===== config.mk =====
export PLATFORM = sky130hd
export DESIGN_NAME = booth_digit_serializer_flat
export DESIGN_NICKNAME = d
export VERILOG_FILES = /design/src/rtl/booth_digit_serializer_if.sv /design/src/rtl/booth_digit_serializer.sv /design/src/flat_wrapper.sv
export SDC_FILE = /design/constraint.sdc
export NUM_CORES = 1
export LEC_CHECK = 0
export BUFFER_PORTS_ARGS = -buffer_cell sky130_fd_sc_hd__buf_2
export CAP_MARGIN = 5
export CORE_UTILIZATION = 53
export CTS_BUF_LIST = sky130_fd_sc_hd__clkbuf_16
export CTS_CLUSTER_DIAMETER = 80
export CTS_CLUSTER_SIZE = 30
export DETAILED_ROUTE_END_ITERATION = 10
export PLACE_DENSITY = 0.91
export SKIP_CTS_REPAIR_TIMING = 1
export SLEW_MARGIN = 5
export SYNTH_ARGS = -nofsm -noshare
export SYNTH_HDL_FRONTEND = slang
export SYNTH_SLANG_ARGS = --single-unit

===== constraint.sdc =====
create_clock -name clk -period 3.1 [get_ports clk]
set_clock_uncertainty 0.05 [all_clocks]
set_input_delay 0.31 -clock clk [delete_from_list [all_inputs] [get_ports clk]]
set_output_delay 0.31 -clock clk [all_outputs]
set_load 0.005 [all_outputs]

===== src/rtl/booth_digit_serializer_if.sv =====
// Handshake bundle for the Booth digit serializer: operand in, signed digits out.
interface booth_digit_serializer_if #(
   parameter int WIDTH = 8,
   parameter int IW    = $clog2(WIDTH/2+1)
);
   logic             in_valid;
   logic             in_ready;
   logic [WIDTH-1:0] x;
   logic             mode;
   logic             dig_valid;
   logic             dig_ready;
   logic [2:0]       digit;
   logic [IW-1:0]    dig_idx;
   logic             dig_last;

   modport master (
      output in_valid, x, mode, dig_ready,
      input  in_ready, dig_valid, digit, dig_idx, dig_last
   );

   modport slave (
      input  in_valid, x, mode, dig_ready,
      output in_ready, dig_valid, digit, dig_idx, dig_last
   );
endinterface


===== src/rtl/booth_digit_serializer.sv =====
// Radix-4 Booth digit serializer: loads one operand and streams its signed digits
// (sign-magnitude, -2..+2) least-significant first, signed or unsigned interpretation.
//
// state  | meaning
// IDLE   | waiting for an operand, in_ready high
// EMIT   | presenting digit dig_idx, waiting for dig_ready
module booth_digit_serializer #(
   parameter int WIDTH = 8,
   parameter int NDIG  = WIDTH/2,
   parameter int IW    = $clog2(WIDTH/2+1)
) (
   input logic                     clk,
   input logic                     rst,
   booth_digit_serializer_if.slave bus
);
   localparam logic [0:0]    S_IDLE   = 1'b0;
   localparam logic [0:0]    S_EMIT   = 1'b1;
   localparam logic [IW-1:0] LAST_SGN = IW'(NDIG-1);
   localparam logic [IW-1:0] LAST_UNS = IW'(NDIG);

   logic [0:0]    state_q, state_d;
   logic [WIDTH:0] sr_q, sr_d;
   logic          mode_q, mode_d;
   logic [IW-1:0] idx_q, idx_d;
   logic [IW-1:0] last_q, last_d;
   logic          load, take, is_last, fill;
   logic [2:0]    digit_w;

   assign is_last = (idx_q == last_q);
   assign load    = bus.in_valid && (state_q == S_IDLE) && !rst;
   assign take    = (state_q == S_EMIT) && bus.dig_ready;
   // Sign extension replicates the operand MSB, which stays parked in sr_q[WIDTH].
   assign fill    = mode_q & sr_q[WIDTH];

   always_comb begin
      state_d = state_q;
      sr_d    = sr_q;
      mode_d  = mode_q;
      idx_d   = idx_q;
      last_d  = last_q;
      case (state_q)
         S_IDLE: begin
            if (load) begin
               state_d = S_EMIT;
               sr_d    = {bus.x, 1'b0};
               mode_d  = bus.mode;
               idx_d   = '0;
               last_d  = bus.mode ? LAST_SGN : LAST_UNS;
            end
         end
         default: begin
            if (take) begin
               if (is_last) begin
                  state_d = S_IDLE;
                  idx_d   = '0;
               end else begin
                  sr_d  = {fill, fill, sr_q[WIDTH:2]};
                  idx_d = idx_q + IW'(1);
               end
            end
         end
      endcase
   end

   always_comb begin
      digit_w = 3'b000;
      case (sr_q[2:0])
         3'b001, 3'b010: digit_w = 3'b001;
         3'b011:         digit_w = 3'b010;
         3'b100:         digit_w = 3'b110;
         3'b101, 3'b110: digit_w = 3'b101;
         default:        digit_w = 3'b000;
      endcase
   end

   always_ff @(posedge clk) begin
      if (rst) begin
         state_q <= S_IDLE;
         sr_q    <= '0;
         mode_q  <= 1'b0;
         idx_q   <= '0;
         last_q  <= '0;
      end else begin
         state_q <= state_d;
         sr_q    <= sr_d;
         mode_q  <= mode_d;
         idx_q   <= idx_d;
         last_q  <= last_d;
      end
   end

   assign bus.in_ready  = (state_q == S_IDLE) && !rst;
   assign bus.dig_valid = (state_q == S_EMIT);
   assign bus.digit     = digit_w;
   assign bus.dig_idx   = idx_q;
   assign bus.dig_last  = (state_q == S_EMIT) && is_last;
endmodule


===== src/flat_wrapper.sv =====
// flat-port wrapper written by rule: the top's interface ports become plain ports
module booth_digit_serializer_flat 
#(
   parameter int WIDTH = 8,
   parameter int NDIG  = WIDTH/2,
   parameter int IW    = $clog2(WIDTH/2+1)
)
  (clk, rst, bus_in_valid, bus_x, bus_mode, bus_dig_ready, bus_in_ready, bus_dig_valid, bus_digit, bus_dig_idx, bus_dig_last);
  booth_digit_serializer_if #(.WIDTH(WIDTH), .IW(IW)) bus_i ();
  input logic clk;
  input logic rst;
  input wire logic [$bits(bus_i.in_valid)-1:0] bus_in_valid;
  input wire logic [$bits(bus_i.x)-1:0] bus_x;
  input wire logic [$bits(bus_i.mode)-1:0] bus_mode;
  input wire logic [$bits(bus_i.dig_ready)-1:0] bus_dig_ready;
  output wire logic [$bits(bus_i.in_ready)-1:0] bus_in_ready;
  output wire logic [$bits(bus_i.dig_valid)-1:0] bus_dig_valid;
  output wire logic [$bits(bus_i.digit)-1:0] bus_digit;
  output wire logic [$bits(bus_i.dig_idx)-1:0] bus_dig_idx;
  output wire logic [$bits(bus_i.dig_last)-1:0] bus_dig_last;
  assign bus_i.in_valid = bus_in_valid;
  assign bus_i.x = bus_x;
  assign bus_i.mode = bus_mode;
  assign bus_i.dig_ready = bus_dig_ready;
  assign bus_in_ready = bus_i.in_ready;
  assign bus_dig_valid = bus_i.dig_valid;
  assign bus_digit = bus_i.digit;
  assign bus_dig_idx = bus_i.dig_idx;
  assign bus_dig_last = bus_i.dig_last;
  booth_digit_serializer #(.WIDTH(WIDTH), .NDIG(NDIG), .IW(IW)) u_core (.clk(clk), .rst(rst), .bus(bus_i));
endmodule

==> metrics <==
Mapped Cells=94; total number of vias=a little under 800; Layout area overhead=19.7%; FF-to-FF setup slack=1.13 ns; DR vias/cell=6.17; Yosys cell types=31; total CTS buffers=3; Synth Area per Inst=8.60 um^2; DR WL/cell=around 14 um; die width=41.1 um; Clk Latency, worst-skew pair=0.24 ns; Critical Path RT=3.22 ns; DP HPWL=roughly 1200 um; R2R depth=4; post-synthesis instance area=roughly 800 um^2; sequential cell area fraction in the yosys report=between 30% and 40%; critical setup path kind=reg -> reg; ANT cells=0; peak supply drop=around 0.36 mV; GRT Util Overall=roughly a quarter; core box area=~0.0014 mm^2; first-pass GRT wire length=between 2000 and 3000 um; Worst-path clk slew=about 0.05 ns; Setup TNS=0 ns; relative slew slack=between 50% and 60%; I/O Pins=22; Final Critical Period=1.97 ns; Post-Syn Nets=roughly 110; CTS Buffer Depth=2; CP endpoint kind=flop; FF-to-FF End=u_core.sr_q[3]; clock root buffer=clkbuf_16; Final Cycle Share=between 60% and 70%; Hold Path End=u_core.last_q[2]; Final Hold Viols=0; wl on met1=between 700 and 800 um; Power Density=559 mW/mm^2; Final Wtd Congestion=0.795; Ys Warns=0; DR WL met3=around 120 um; Row Count=13; final wirelength=~1800 um; Highest Clock Rate=approximately 510 MHz; HP Start=bus_mode; total gr overflow=0; clk sink count=15; Initial Util=59.2%; PortBufs=21; vias in the first global route=approximately 650; 1st-pass router iterations=5; Finish-stage setup viols=0; post-layout util=approximately 71%; DRC violations left=0; Max-Cap Viols=0; top sig layer=met4; die height=41.1 um; most frequent cells in the layout=buf_2 (21), dfxtp_1 (15), a21oi_1 (12); Routed Antenna Nets=0; Hold Crit Depth=2; routed wl met2=about 840 um; Slew @ Worst Pin=0.730 ns; H-tree levels=1; CP Data Arrival Time=2.09 ns; fillers=about 100; leakage power=about 0.40 nW; share of cells above drive strength 1=between 20% and 30%; startpoint class of the critical path=flop; worst hold-check path type=in -> reg; nets=127; reg2reg start=u_core.bus.dig_valid; antenna violations before repair=0; CP max FO=18; final slew viol count=0; outcome=finished clean; CTS tree=yes; commonest non-fill, non-tap cell in the layout=buf_2; die area=approximately 0.0017 mm^2; #FFs+latches synth=15; 1st-iter DRT viols=28; largest net degree at the start of global routing=20; RSZ-0062 raised after global routing=false
## final cells by class
type | instances | area [um^2] | share of cell area (%)
well taps | 15 | 18.8 | 1.94
multi-input cells | 70 | 457 | 47.2
repair buffers | 21 | 105 | 10.9
inverters | 2 | 7.51 | 0.776
clock buffers | 3 | 75.1 | 7.76
clock inverters | 1 | 3.75 | 0.388
flip-flops and latches | 15 | 300 | 31.0
## cell families (layout without fill, tap and decap cells)
family          count (synthesis)  count (layout)  share of synthesized area (%)
buf+inv                         9              27                           6.35
flops                          15              15                           37.2
compound gates                 30              30                           22.4
xor+xnor                        2               2                           2.17
mux                             7               7                           8.67
fa+ha+maj                       1               1                           1.55
simple gates                   30              30                           21.7
## per-stage QoR
step	power [mW]	hold WS [ns]	instance area, um^2	setup WS, ns	instances
after floorplan	0.278	0.356	808	1.59	94
after global placement	0.291	0.410	888	1.29	123
after detailed placement	0.295	0.419	888	1.18	123
after CTS	0.540	0.206	967	1.18	127
after global routing	0.560	0.228	967	0.966	127
final	0.541	0.204	967	1.13	127
## layer usage
| metal | GRT usage [%] | up-vias |
|---|---|---|
| li1 | - | 378 |
| met1 | 30.9 | 362 |
| met2 | 41.8 | 37 |
| met3 | 4.89 | 6 |
| met4 | 10.8 | 0 |
| met5 | 0 | - |
## cell usage after synthesis
library cell | instances | area share, %
mux2i_1 | 7 | 8.7
xnor2_1 | 1 | 1.1
clkbuf_2 | 1 | 0.62
nand4b_1 | 2 | 2.2
inv_1 | 2 | 0.93
nor3_1 | 1 | 0.62
a22oi_1 | 1 | 0.93
and3_1 | 1 | 0.77
buf_6 | 2 | 2.8
ha_1 | 1 | 1.5
a31oi_1 | 1 | 0.77
o21ai_0 | 11 | 6.8
nand2b_4 | 1 | 1.7
nand2_1 | 5 | 2.3
and3_4 | 1 | 1.4
o221a_4 | 1 | 2.5
o41ai_1 | 1 | 1.1
or3_1 | 7 | 5.4
nor2b_1 | 1 | 0.77
xor2_1 | 1 | 1.1
a21oi_1 | 12 | 7.4
nand4_1 | 1 | 0.77
nand3b_1 | 1 | 0.93
a211o_1 | 1 | 1.1
and2_1 | 2 | 1.5
a211oi_1 | 1 | 0.93
o21a_1 | 1 | 0.93
dfxtp_1 | 15 | 37
clkbuf_1 | 3 | 1.4
buf_2 | 1 | 0.62
nor2_1 | 7 | 3.3
## report_power, final
part           internal, mW  leakage [nW]  switching, mW
registers             0.203         0.122         0.0135
clock network         0.171        0.0423         0.0770
logic                0.0350         0.238         0.0417
total                 0.409         0.402          0.132
## registers in the layout, summed over array words and instances (netlist names)
| register | count |
|---|---|
| u_core.sr_q | 9 |
| u_core.bus.dig_idx | 3 |
| u_core.last_q | 2 |
| u_core.bus.dig_valid | 1 |
## how the worst max path moves through the flow
stage,start,to,cells past startpoint
2_1_floorplan,u_core.bus.dig_valid,u_core.sr_q[7],6
3_3_place_gp,u_core.bus.dig_valid,u_core.sr_q[2],4
3_5_place_dp,u_core.bus.dig_valid,u_core.sr_q[3],4
4_1_cts,u_core.bus.dig_valid,u_core.sr_q[3],4
5_1_grt,u_core.bus.dig_valid,u_core.sr_q[3],4
6_report,u_core.bus.dig_valid,u_core.sr_q[3],4
## critical path, cell delays in order (launching register included)
cell and delay, ns:
dfxtp_1 0.75, nand2_1 0.22, o21a_1 0.31, or3_1 0.42
a21oi_1 0.15
Power figures use the tool's default switching activity.
